$ cat src/rtl/piso_shift_reg.sv
// Parallel-in, serial-out shift register: captures a word on load and presents
// it MSB-first on serial_out, one bit per clock, with busy/last_bit status.
module piso_shift_reg #(
    parameter int WIDTH = 4
) (
    input  logic             clk,
    input  logic             rst,
    input  logic             load,
    input  logic [WIDTH-1:0] parallel_in,
    output logic             serial_out,
    output logic             busy,
    output logic             last_bit
);

    localparam int CW = $clog2(WIDTH + 1);
    localparam logic [CW-1:0] FULL_COUNT = CW'(WIDTH);
    localparam logic [CW-1:0] ONE        = CW'(1);

    logic [WIDTH-1:0] shift_reg;
    logic [CW-1:0]    bits_left;

    // Load wins over shifting; shifting never stops, so an idle register drains to zero.
    always_ff @(posedge clk or posedge rst) begin
        if (rst) begin
            shift_reg <= '0;
            bits_left <= '0;
        end else if (load) begin
            shift_reg <= parallel_in;
            bits_left <= FULL_COUNT;
        end else begin
            shift_reg <= {shift_reg[WIDTH-2:0], 1'b0};
            if (bits_left != '0) begin
                bits_left <= bits_left - ONE;
            end
        end
    end

    assign serial_out = shift_reg[WIDTH-1];
    assign busy       = (bits_left != '0);
    assign last_bit   = (bits_left == ONE);

endmodule

$ cat config.mk
export PLATFORM = sky130hd
export DESIGN_NAME = piso_shift_reg
export DESIGN_NICKNAME = d
export VERILOG_FILES = /design/src/rtl/piso_shift_reg.sv
export SDC_FILE = /design/constraint.sdc
export NUM_CORES = 1
export LEC_CHECK = 0
export CAP_MARGIN = 20
export CORE_MARGIN = 4
export CORE_UTILIZATION = 25
export CTS_CLUSTER_DIAMETER = 150
export DETAILED_ROUTE_END_ITERATION = 10
export PLACE_DENSITY = 0.54
export SLEW_MARGIN = 20
export SYNTH_ARGS = -nofsm -noshare
export SYNTH_HDL_FRONTEND = slang
export SYNTH_SLANG_ARGS = --single-unit
$ cat constraint.sdc
create_clock -name clk -period 1.6 [get_ports clk]
set_clock_uncertainty 0.2 [all_clocks]
set_input_delay 0.4 -clock clk [delete_from_list [all_inputs] [get_ports clk]]
set_output_delay 0.4 -clock clk [all_outputs]
set_load 0.02 [all_outputs]
After elaboration in Yosys (flattened, before gate mapping)
Index checks and enable logic that the tools add are counted.
- flip-flop bits (word level): 7
- input bits: 7
- output and inout bits: 3
- add/subtract/negate cells: 1
- equality and inequality tests: 1
- muxes and demuxes: 3
- reduce and logical (&&, ||, !) cells: 2
- operators by type and width (kind ; count):
    $mux 3 ; 2
    $mux 4 ; 1
    $eq 3x1->1 const B ; 1
    $reduce_bool 3->1 ; 1
    $sub 3x1->3 const B ; 1
    $reduce_bool 2->1 ; 1

Depth between registers and ports, before layout
- depth after elaboration: 3
- depth in mapped cells: 4

Worst setup path after synthesis
No wires, ideal clock.
- path type: flip-flop to flip-flop
- from: register bits_left[0]
- to: register bits_left[0]
- setup time: 0.125 ns
- data arrival time: 1.065 ns
- data required time: 1.275 ns
- slack: 0.210 ns
- cell stages (with the launch flop): 5
- buffers on the path: 0
- period minus slack after synthesis: 1.390 ns
- cell sequence: dfrtp_1 inv_1 ha_1 nand2b_4 mux2_4
- elaborated cells on any way between the ends: 5
- classes of those cells: 1 x add/sub; 2 x mux; 2 x reduce/logical
- RTL lines (element ; line ; text):
    from (decl) ; 20 ; logic [CW-1:0] bits_left;
    from (signal assigned) ; 33 ; bits_left <= bits_left - ONE;
    $reduce_bool 3->1 ; -- ;
    named net busy ; 11 ; output logic busy,
    $reduce_bool 2->1 (no source line) ; -- ;
The timed path passes the listed nets, and every way through them passes these cells. The select of a mux whose other input is x is not followed.
A chain may end at the register's enable or synchronous reset.

Worst setup path in the final report
- from: register bits_left[0]
- to: output last_bit
- word-level cells in the longest chain between the ends: 1
- ends and longest elaborated chain (element ; line ; text):
    $eq 3x1->1 ; 40 ; assign last_bit = (bits_left == ONE);
    to (decl) ; 12 ; output logic last_bit
Every way passes these cells.

==> results.tsv <==
stage	metric	value	unit
status	run_status	complete, but fails checks	
status	violations	negative setup slack	
detailed_routing	num_vias	263	
sta	setup_violations	2	
clock_tree	cts.htree.levels	1	
place	port_buffers	9	
sta	holdWs	0.1732	ns
pwr	p_per_area	1426	nW/um^2
grt	grtUsageMet2	15.54	%
die	rows	13	
detailed_routing	via_per_inst	4.109	
grt	antenna_found_initial	0	
synthesis	syn-mean-instance-area	12.47	um^2
finish	fin_area	583.1	um^2
sta	fin_crit	1.725	ns
synthesis	synth-seq-cells	7	
synthesis	synthTopCellsByCount	7 x dfrtp_1, 3 x ha_1, 3 x inv_1, 3 x mux2_2	
die	fp.dieH	45.37	um
pwr	p_leak	0.2749	nW
pwr	combPwrFrac	51.3	%
synthesis	synth-edff-count	0	
finish	area_growth	67.02	%
clock_tree	cts_root_buf	clkbuf_4	
synthesis	syn_inst	28	
die	start_util	26.83	%
grt	grt_overflow_total	0	
synthesis	synth_cell_types	14	
worst_setup_path	worstSetupEndpointType	output port	
worst_setup_path	path_class	reg2out	
finish	fin_util	44.81	%
finish	drive_above_1_share	51.02	%
die	die-area	2058	um^2
synthesis	synth_compound_area_share	4.659	%
sta	tightest_slew	0.2605	ns
place	gp_congestion	0.5963	
clock_tree	clkSinkCount	7	
finish	regArea	175.2	um^2
grt	met3_usage	2.390	%
place	place_area	498.0	um^2
finish	multi_input_area	192.7	um^2
synthesis	yosys.area_share.simple	15.77	%
detailed_routing	drcViolationCount	0	
finish	n_fill_cell	127	
pwr	switching_share	31.09	%
synthesis	synth_most_common_cell	dfrtp_1	
finish	antennaDiodeCount	0	
clock_tree	cts_tree	built	
clock_tree	cts_buffer_depth	2	
detailed_routing	drtPass1Iterations	4	
synthesis	synthArstFlopShare	100.0	%
worst_setup_path	cp.required	1.00	ns
pwr	pwr-share-seq	30.0	%
synthesis	synth_fa_ha_area_share	10.75	%
detailed_routing	first_iter_violations	2	
pwr	clkPwrFrac	18.7	%
synthesis	syn-cell-area	349.1	um^2
finish	largest_reg_flops	4	
clock_tree	clk-insertion-delay-late	0.25	ns
worst_setup_path	critPathMaxFanout	3	
detailed_routing	postRouteAntennaNets	0	
job	max_cap_violations	0	
grt	grt_pass1_vias	282	
synthesis	synth_mux_area_share	13.98	%
pwr	power	831.3	uW
grt	grt_most_used_layer	met2	
grt	grt.met1_usage	6.341	%
synthesis	yosysWarningCount	0	
pwr	p_int	572.9	uW
grt	grt_pass1_wl	1090	um
detailed_routing	wl_per_cell	11.14	um
sta	drv_slew	0	
clock_tree	cts_hold_buffers	0	
worst_setup_path	start_kind	register	
synthesis	synth_top_family_by_area	simple AND/OR/NAND/NOR gates	
grt	grt_max_degree	8	
worst_setup_path	worstPathArrival	1.13	ns
sta	fmax	0.5797	GHz
sta	hold_viol	0	
synthesis	synth_top_area_cell	dfrtp_1	
sta	relSlewSlack	82.58	%
synthesis	synth_top_area_share	50.18	%
synthesis	ys_seq_area_share	50.18	%
die	die_w	45.37	um
pwr	ir_worst_vdd	0.5353	mV
sta	worst_slack	-0.1250	ns
worst_hold_path	hp-class	in2async	
detailed_routing	finalWirelength	713	um
die	io_pins	10	
synthesis	synth_nets	38	
die	core_area	1301	um^2
clock_tree	cts_buffers	3	
sta	post-route-period-util	107.8	%
clock_tree	clk_pin_slew	0.05	ns
place	dp_hpwl	550.6	um
finish	fin_nets	60	
synthesis	synthTopCellsByArea	dfrtp_1 50%, ha_1 11%, mux2_2 9.7%	
pwr	p_switching	258.5	uW
synthesis	synth_top_flop_cell	dfrtp_1	
synthesis	synth-xor-area-share	0	%
grt	grt.total_usage	7.862	%
sta	rsz0062_at_grt	true	
[area by class of cell]
| cell class | instances | share of cell area [%] |
|---|---|---|
| clock buffers | 4 | 4.506 |
| repair buffers | 18 | 27.25 |
| inverters | 3 | 1.931 |
| well taps | 15 | 3.219 |
| flip-flops and latches | 7 | 30.04 |
| multi-input cells | 17 | 33.05 |
[critical path: stages, from the launching register on]
cell and delay [ns]:
dfrtp_1 0.42, ha_4 0.17, and2b_1 0.16, buf_6 0.13
[timing repair]
item / in CTS / in global routing
buffers inserted: 1 / 2
gates resized for setup: 12 / 9
endpoints found under the setup margin: 3 / 4
endpoints found under the hold margin: 0 / 0
cloned: 0 / 0
pin swaps: 1 / 2
[placed cells by master, fill, tap and decap left out]
master and count:
clkbuf_1 1, ha_1 1, nor2b_1 2, inv_1 1, clkdlybuf4s50_1 6, mux2_2 3, inv_2 2, dfrtp_1 7
buf_4 9, a211o_1 1, mux2_4 1, nor2_1 2, nor3b_2 1, dlygate4sd2_1 1, a211oi_2 1, clkbuf_4 3
nand2b_4 1, and2_1 1, ha_4 2, and2b_1 1, buf_6 2
[path summary, 6_finish.rpt]
path,from,endpoint,slack (ns),depth (start not counted)
worst max-delay path,bits_left[0],last_bit,-0.13,3
worst min-delay path,rst,shift_reg[2],0.17,2
worst max register to register,bits_left[0],bits_left[1],0.07,6
worst min register to register,shift_reg[1],shift_reg[2],0.28,1
max in group asynchronous,rst,bits_left[1],0.82,2
min in group clk,shift_reg[1],shift_reg[2],0.28,1
[per-layer routing]
layer,vias to the layer above,part of all wire [%]
met4,0,0
met2,9,58
met3,0,7.0
met5,-,0
li1,133,-
met1,121,35
[power by group through the flow]
stage | Combinational, mW | Clock, mW | Sequential, mW
floorplan | 0.173 | 0 | 0.241
global placement | 0.310 | 0 | 0.239
detailed placement | 0.326 | 0 | 0.243
CTS | 0.340 | 0.166 | 0.242
global route | 0.462 | 0.172 | 0.256
finish | 0.427 | 0.156 | 0.249
[through the flow]
| step | cells | setup TNS [ns] | setup WS [ns] |
|---|---|---|---|
| 3_3_place_gp | 57 | -1.034 | -0.3010 |
| 6_report | 64 | -0.2180 | -0.1250 |
| 4_1_cts | 62 | -0.3186 | -0.1597 |
| 3_5_place_dp | 57 | -1.272 | -0.3365 |
| 2_1_floorplan | 28 | 0 | 0.2098 |
| 5_1_grt | 64 | -0.3144 | -0.1734 |
[cell families after synthesis]
kind of cell / count (synthesis)
DFF: 7
muxes: 4
adders and majority gates: 3
buffers and inverters: 4
AOI/OAI and AO/OA: 2
and+or+nand+nor: 8
Note: power is estimated with default switching activity, not from simulation.
